## src/rtl/spm_pkg.sv

```systemverilog
// Shared types and sizes for the serial-parallel multiplier sequencer.
package spm_pkg;

  localparam int unsigned N  = 8;
  localparam int unsigned CW = 4;
  localparam int unsigned PW = 2 * N;

  typedef enum logic [1:0] {
    IDLE = 2'd0,
    LOAD = 2'd1,
    RUN  = 2'd2,
    DONE = 2'd3
  } state_e;

endpackage

```

## src/rtl/spm_seq_ctrl_if.sv

```systemverilog
// Handshake and data signals between the sequencer and its SPM array / comparator.
interface spm_seq_ctrl_if
  import spm_pkg::*;
#(
  parameter int unsigned N = spm_pkg::N
);

  logic             start;
  logic [N-1:0]     mplier;
  logic             cmp_hit;
  logic             p_bit;
  logic [CW-1:0]    cnt;
  logic             load;
  logic             shift_en;
  logic             y_bit;
  logic             busy;
  logic             done;
  logic [2*N-1:0]   product;

  modport master (
    output start, mplier, cmp_hit, p_bit,
    input  cnt, load, shift_en, y_bit, busy, done, product
  );

  modport slave (
    input  start, mplier, cmp_hit, p_bit,
    output cnt, load, shift_en, y_bit, busy, done, product
  );

endinterface

```

## src/rtl/spm_cnt4.sv

```systemverilog
// Bit-step counter: cleared on load, advanced while the array shifts, wraps freely.
module spm_cnt4
  import spm_pkg::*;
(
  input  logic          clk,
  input  logic          rst_n,
  input  logic          clr,
  input  logic          en,
  output logic [CW-1:0] q
);

  logic [CW-1:0] r_q;

  always_ff @(posedge clk) begin
    if (!rst_n) begin
      r_q <= '0;
    end else if (clr) begin
      r_q <= '0;
    end else if (en) begin
      r_q <= r_q + 1'b1;
    end
  end

  assign q = r_q;

endmodule

```

## src/rtl/spm_seq_ctrl.sv

```systemverilog
// Sequencer for a serial-parallel multiplier: feeds multiplier bits LSB-first and
// collects the serial product until the external comparator flags the last step.
module spm_seq_ctrl
  import spm_pkg::*;
#(
  parameter int unsigned N = spm_pkg::N
) (
  input  logic clk,
  input  logic rst_n,
  spm_seq_ctrl_if.slave bus
);

  state_e         r_state;
  state_e         w_state_nxt;
  logic [N-1:0]   r_yreg;
  logic [2*N-1:0] r_product;
  logic           w_load;
  logic           w_shift_en;
  logic           w_done;
  logic           w_busy;
  logic           w_cnt_en;
  logic [CW-1:0]  w_cnt;

  always_ff @(posedge clk) begin
    if (!rst_n) begin
      r_state <= IDLE;
    end else begin
      r_state <= w_state_nxt;
    end
  end

  always_comb begin
    w_state_nxt = r_state;
    w_load      = 1'b0;
    w_shift_en  = 1'b0;
    w_done      = 1'b0;
    w_busy      = 1'b0;
    unique case (r_state)
      IDLE: begin
        if (bus.start) w_state_nxt = LOAD;
      end
      LOAD: begin
        w_load      = 1'b1;
        w_busy      = 1'b1;
        w_state_nxt = RUN;
      end
      RUN: begin
        w_shift_en = 1'b1;
        w_busy     = 1'b1;
        if (bus.cmp_hit) w_state_nxt = DONE;
      end
      DONE: begin
        w_done      = 1'b1;
        w_state_nxt = IDLE;
      end
      default: w_state_nxt = IDLE;
    endcase
  end

  // Multiplier register shifts arithmetically so steps N..2N-1 see its sign bit.
  always_ff @(posedge clk) begin
    if (!rst_n) begin
      r_yreg    <= '0;
      r_product <= '0;
    end else if (w_load) begin
      r_yreg    <= bus.mplier;
      r_product <= '0;
    end else if (w_shift_en) begin
      r_yreg    <= {r_yreg[N-1], r_yreg[N-1:1]};
      r_product <= {bus.p_bit, r_product[2*N-1:1]};
    end
  end

  // The terminal step still shifts, but the count stays at the value that hit.
  assign w_cnt_en = w_shift_en & ~bus.cmp_hit;

  spm_cnt4 u_cnt (
    .clk   (clk),
    .rst_n (rst_n),
    .clr   (w_load),
    .en    (w_cnt_en),
    .q     (w_cnt)
  );

  assign bus.cnt      = w_cnt;
  assign bus.load     = w_load;
  assign bus.shift_en = w_shift_en;
  assign bus.y_bit    = w_shift_en & r_yreg[0];
  assign bus.busy     = w_busy;
  assign bus.done     = w_done;
  assign bus.product  = r_product;

endmodule

```

## src/flat_wrapper.sv

```systemverilog
// flat-port wrapper written by rule: the top's interface ports become plain ports
module spm_seq_ctrl_flat import spm_pkg::*;
#(
  parameter int unsigned N = spm_pkg::N
)
  (clk, rst_n, bus_start, bus_mplier, bus_cmp_hit, bus_p_bit, bus_cnt, bus_load, bus_shift_en, bus_y_bit, bus_busy, bus_done, bus_product);
  spm_seq_ctrl_if #(.N(N)) bus_i ();
  input  logic clk;
  input  logic rst_n;
  input wire logic [$bits(bus_i.start)-1:0] bus_start;
  input wire logic [$bits(bus_i.mplier)-1:0] bus_mplier;
  input wire logic [$bits(bus_i.cmp_hit)-1:0] bus_cmp_hit;
  input wire logic [$bits(bus_i.p_bit)-1:0] bus_p_bit;
  output wire logic [$bits(bus_i.cnt)-1:0] bus_cnt;
  output wire logic [$bits(bus_i.load)-1:0] bus_load;
  output wire logic [$bits(bus_i.shift_en)-1:0] bus_shift_en;
  output wire logic [$bits(bus_i.y_bit)-1:0] bus_y_bit;
  output wire logic [$bits(bus_i.busy)-1:0] bus_busy;
  output wire logic [$bits(bus_i.done)-1:0] bus_done;
  output wire logic [$bits(bus_i.product)-1:0] bus_product;
  assign bus_i.start = bus_start;
  assign bus_i.mplier = bus_mplier;
  assign bus_i.cmp_hit = bus_cmp_hit;
  assign bus_i.p_bit = bus_p_bit;
  assign bus_cnt = bus_i.cnt;
  assign bus_load = bus_i.load;
  assign bus_shift_en = bus_i.shift_en;
  assign bus_y_bit = bus_i.y_bit;
  assign bus_busy = bus_i.busy;
  assign bus_done = bus_i.done;
  assign bus_product = bus_i.product;
  spm_seq_ctrl #(.N(N)) u_core (.clk(clk), .rst_n(rst_n), .bus(bus_i));
endmodule
```

## config.mk

```make
export PLATFORM = sky130hd
export DESIGN_NAME = spm_seq_ctrl_flat
export DESIGN_NICKNAME = d
export VERILOG_FILES = /design/src/rtl/spm_pkg.sv /design/src/rtl/spm_seq_ctrl_if.sv /design/src/rtl/spm_cnt4.sv /design/src/rtl/spm_seq_ctrl.sv /design/src/flat_wrapper.sv
export SDC_FILE = /design/constraint.sdc
export NUM_CORES = 1
export LEC_CHECK = 0
export ABC_AREA = 1
export CORE_MARGIN = 10
export CORE_UTILIZATION = 45
export CTS_CLUSTER_DIAMETER = 40
export DETAILED_ROUTE_END_ITERATION = 7
export PLACE_DENSITY = 0.87
export REMOVE_ABC_BUFFERS = 1
export SYNTH_ARGS = -nofsm -noshare
export SYNTH_HDL_FRONTEND = slang
export SYNTH_HIERARCHICAL = 1
export SYNTH_SLANG_ARGS = --single-unit
```

## constraint.sdc

```tcl
create_clock -name clk -period 2.9 [get_ports clk]
set_input_delay 0.29 -clock clk [delete_from_list [all_inputs] [get_ports clk]]
set_output_delay 0.29 -clock clk [all_outputs]
set_load 0.05 [all_outputs]
```

Word-level counts from Yosys, hierarchy flattened
Index checks and enable logic that the tools add are counted.
W data, S select, Z words.
{ "totals": {"register_bits": 30, "input_bits": 13, "elab_cells": 29} }
{ "op_classes": {"add_sub_neg": 1, "eq_ne": 5, "n_mux": 9, "bitwise": 4, "n_reduce_logical": 5} }
{ "ops": {"columns": ["cell", "n"], "rows": [
  ["$mux W8", 1],
  ["$pmux W2 S4", 1],
  ["$mux W7", 1],
  ["$add A4 B1 Y4 const B", 1],
  ["$eq A2 B2 Y1 const B", 2],
  ["$mux W1", 4],
  ["$mux W2", 2],
  ["$ne A2 B2 Y1 const B", 2],
  ["$reduce_or A2 Y1", 2],
  ["$and A1 B1 Y1", 2],
  ["$eq A2 B1 Y1 const B", 1],
  ["$logic_not A2 Y1", 1],
  ["$not A1 Y1", 2],
  ["$reduce_and A2 Y1", 1],
  ["$reduce_bool A2 Y1", 1]
]} }

Longest topological paths before layout
{ "depth": {"ltp_word": 4, "mapped_depth": 9, "ltp_nobuf": 9} }

Cells and area by module
Netlist, hierarchy kept.
{ "by_module_without_submodules": {"columns": ["module", "n_inst", "cells_each", "area_each_um2", "seq_area_each_um2"], "rows": [
  ["spm_seq_ctrl", 1, 163, 1213.7, 520.5],
  ["spm_cnt4", 1, 23, 170.2, 80.1]
]} }

Worst setup path after synthesis
Ideal clock, no wire load.
{ "synth_path": {"path_kind": "reg-to-reg", "start": "register u_core.r_state[0]", "end": "register u_core.u_cnt.r_q[3], in the netlist u_core/u_cnt/q[3]", "arrival_ps": 1623, "t_required_ps": 2786, "path_slack_ps": 1162, "stages_incl_launch_ff": 10, "period_less_slack_ps": 1738, "cell_sequence": "dfxtp_1 -> inv_1 -> ha_1 -> nand2_1 -> inv_1 -> nand2_1 -> nor2_2 -> nand2_1 -> nand2_1 -> nor2_1"} }
{ "synth_between": {"elab_chain_cells": 3, "elab_cells_between_ends": 6, "cone_classes": "eq/ne: 2; mux: 2; bitwise: 1; reduce/logical: 1"} }
{ "synth_rtl": {"columns": ["element", "line", "source"], "rows": [
  ["from (decl)", "spm_seq_ctrl.sv:13", "state_e r_state;"],
  ["from (signal assigned)", "spm_seq_ctrl.sv:28", "r_state <= w_state_nxt;"],
  ["$eq A2 B2 Y1", "spm_seq_ctrl.sv:38", "unique case (r_state)"],
  ["$mux W1", "spm_seq_ctrl.sv:38", null],
  ["named net bus_shift_en", "flat_wrapper.sv:16", "output wire logic [$bits(bus_i.shift_en)-1:0] bus_shift_en;"],
  ["$and A1 B1 Y1", "spm_seq_ctrl.sv:75", "assign w_cnt_en = w_shift_en & ~bus.cmp_hit;"],
  ["named net u_core.w_cnt_en", "spm_seq_ctrl.sv:21", "logic w_cnt_en;"],
  ["to (signal assigned)", "spm_cnt4.sv:20", "r_q <= r_q + 1'b1;"],
  ["to (decl)", "spm_cnt4.sv:12", "logic [CW-1:0] r_q;"]
]} }
The timed path passes the listed nets, and every way through them passes these cells.
A chain may end at the register's enable or synchronous reset.

Worst setup path after layout
{ "layout_path": {"start": "register u_core.r_state[0]", "end": "output bus_y_bit"} }
{ "layout_between": {"elab_chain_cells": 3} }
{ "layout_rtl": {"columns": ["element", "line", "source"], "rows": [
  ["$eq A2 B2 Y1", "spm_seq_ctrl.sv:38", null],
  ["$mux W1", "spm_seq_ctrl.sv:38", null],
  ["$and A1 B1 Y1", "spm_seq_ctrl.sv:88", "assign bus.y_bit = w_shift_en & r_yreg[0];"],
  ["to (decl)", "flat_wrapper.sv:17", "output wire logic [$bits(bus_i.y_bit)-1:0] bus_y_bit;"]
]} }
Every way passes these cells.

==> results.toml <==
[synthesis]
post_synth_top_flop = "sky130_fd_sc_hd__dfxtp_1"
yosysTopAreaCell = "sky130_fd_sc_hd__dfxtp_1"
synthDistinctLibCells = 14
synth_seq_cells = 30
ys_top_cells_by_area = "sky130_fd_sc_hd__dfxtp_1 43%, sky130_fd_sc_hd__nand2_1 17%, sky130_fd_sc_hd__ha_1 7.2%, sky130_fd_sc_hd__a21oi_2 6.3%, sky130_fd_sc_hd__nor2_1 6.2%"
seq_area_frac_synth_pct = 43.4
post_synth_most_frequent_cells = "64 x sky130_fd_sc_hd__nand2_1, 30 x sky130_fd_sc_hd__dfxtp_1, 23 x sky130_fd_sc_hd__nor2_1, 19 x sky130_fd_sc_hd__inv_1, 11 x sky130_fd_sc_hd__a21oi_1"
synth_enable_flop_cells = 0
yosysTopAreaCellShare_pct = 43.4
post-synth-top-count-cell = "sky130_fd_sc_hd__nand2_1"
postSynthCellCount = 186
ys.warnings.count = 6
synthesis.area_sq_um = 1380
synthesis.area_per_instance_sq_um = 7.44
async_reset_ff_share_pct = 0

[clocking]
cts_hold_buffers = 0
clockBufferDepth = 2
cts_tree = "done"
cts.htree.levels = 2
cts_root_buf = "sky130_fd_sc_hd__clkbuf_4"
clock-sinks = 30
clk_pin_slew_ns = 0.10
clk_latency_ns = 0.33
inserted_clock_buffers = 5
postCtsSetupBuffers = 0
post_cts_resized = 0

[sta]
timing.final.crit_period_ns = 2.45
fin_crit_sh_pct = 84.6
finalWorstSetupSlack_ns = 0.445
grt_setup_unrepaired = "no"
holdWs_ns = 0.473
post_route_skew_ns = 0.00308
setup_violations = 0
hold_viol = 0
timing.slew.headroom_pct = 64.8
setup-tns-final_ns = 0
slew_at_the_pin_closest_to_its_max_slew_limit_ns = 0.527
timing.fmax_ghz = 0.407
finalMaxSlewViolations = 0

[worst_setup_path]
worstPathRequired_ns = 2.61
reg2regPathDepth = 5
setup.worst_path.class = "reg2out"
critPathMaxFanout = 18
crit_arrival_ns = 2.16
critPathCaptureType = "output pin"
critical_path.startpoint_type = "flip-flop"

[cells_and_area]
share_of_post_route_cells_with_drive_strength_above_1_pct = 10.1
finished_layout_cells = 260
n_fill_cell = 263
layout.cell_area.non_filler_sq_um = 1860
seqCellArea_sq_um = 601
insertedDiodeCount = 0
multi_input_area_sq_um = 642
syn_to_final_growth_pct = 34.3
layout.core_utilization_pct = 61.9
nNetsFinal = 247

[routing]
initialDrtViolationCount = 82
drt_drc_violations_left = 0
finalWirelength_um = 3020
detail_route.first_pass.iterations = 4
vias = 1234
wl_per_cell_um = 11.6
detail-route-antenna-nets = 0
routed_via_density = 4.75

[floorplanning]
floorplan.initialDensity_pct = 46.1
dieHeight_um = 75.5
die_w_um = 75.5
total_number_of_placement_rows = 20
fp.dieArea_sq_um = 5690
core_area_sq_um = 3000
number_of_top_level_pins = 38

[global_route]
grt_start_max_net_pins = 19
globalRouteTotalUtil_pct = 11.8
globalRoute.totalOverflow = 0
grt_pass1_wl_um = 5150
grt_pass1_vias = 1148
grt_antenna_before_repair = 0

[worst_hold_path]
worstHoldPathCells = 2
holdCritPathClass = "reg2reg"

[pwr]
ir_drop_uv = 557
total_power_mw = 1.66
leakage_nw = 0.774
power.density_nw_per_um2 = 894

[placement]
place_worst_setup_slack_ns = 0.803
place_inst = 252
gpl.final_weighted_congestion = 0.801
hpwlAfterDp_um = 2290
port_buffers = 37
placed_instance_area_sq_um = 1750

[run]
maxCapViolCount = 0

[status]
status = "finished clean"
-- power by group --
group / internal, mW / switching [mW] / total [mW]
clock network: 0.292 / 0.150 / 0.442
registers: 0.470 / 0.0418 / 0.512
logic: 0.239 / 0.469 / 0.708
-- critical path, stage by stage (launching register included) --
cell                              delay [ns]
sky130_fd_sc_hd__dfxtp_1                0.36
sky130_fd_sc_hd__inv_1                  0.14
sky130_fd_sc_hd__ha_1                   0.17
sky130_fd_sc_hd__buf_4                  0.23
sky130_fd_sc_hd__nand2_1                0.07
sky130_fd_sc_hd__inv_1                  0.06
sky130_fd_sc_hd__clkdlybuf4s50_1        0.80
-- cell type report --
| type | count | area share [%] |
|---|---|---|
| Multi-Input combinational cell | 130 | 34.5 |
| Sequential cell | 30 | 32.3 |
| Timing Repair Buffer | 39 | 20.7 |
| Inverter | 20 | 4.18 |
| Clock inverter | 2 | 3.23 |
| Clock buffer | 6 | 2.76 |
| Tap cell | 33 | 2.22 |
-- final timing paths --
check / slack [ns] / end / from
setup reg to reg: 1.43 / u_core/u_cnt/q[0] / u_core/r_state[1]
hold reg to reg: 0.47 / u_core/bus.product[6] / u_core/bus.product[7]
hold / removal: 0.47 / u_core/bus.product[6] / u_core/bus.product[7]
setup / recovery: 0.45 / bus_y_bit / u_core/r_state[0]
-- placed cells by master, fill, tap and decap left out, types with 2 or more instances in the layout --
| master | synthesis | layout |
|---|---|---|
| sky130_fd_sc_hd__clkbuf_4 | 0 | 5 |
| sky130_fd_sc_hd__nand3_1 | 9 | 9 |
| sky130_fd_sc_hd__nand2_1 | 64 | 64 |
| sky130_fd_sc_hd__bufinv_16 | 0 | 2 |
| sky130_fd_sc_hd__ha_1 | 8 | 8 |
| sky130_fd_sc_hd__o21ai_0 | 3 | 3 |
| sky130_fd_sc_hd__inv_1 | 19 | 19 |
| sky130_fd_sc_hd__buf_4 | 1 | 2 |
| sky130_fd_sc_hd__a21oi_2 | 10 | 10 |
| sky130_fd_sc_hd__nor2_1 | 23 | 23 |
| sky130_fd_sc_hd__clkdlybuf4s50_1 | 0 | 37 |
| sky130_fd_sc_hd__dfxtp_1 | 30 | 30 |
| sky130_fd_sc_hd__a21oi_1 | 11 | 11 |
-- sequential cells by signal, indices dropped and copies added (netlist names) --
name	flops
u_core/bus.product	16
u_core/r_yreg	8
u_core/u_cnt/q	4
u_core/r_state	2
-- cell families after synthesis --
kind of cell               Yosys count  synth area share (%)
and+or+nand+nor                     98                  27.8
DFF                                 30                  43.4
buffers and inverters               26                  10.2
AOI/OAI and AO/OA                   24                  11.4
adders and majority gates            8                  7.23
-- layer usage --
layer	vias up	track usage (%)	share of wire (%)	wire length (um)
met1	541	13.7	46	1380
met4	0	5.15	1.7	51
met2	33	17.7	45	1350
li1	654	-	-	-
met5	-	0	0	0
met3	6	5.99	8.1	244
Note: power is estimated with default switching activity, not from simulation.
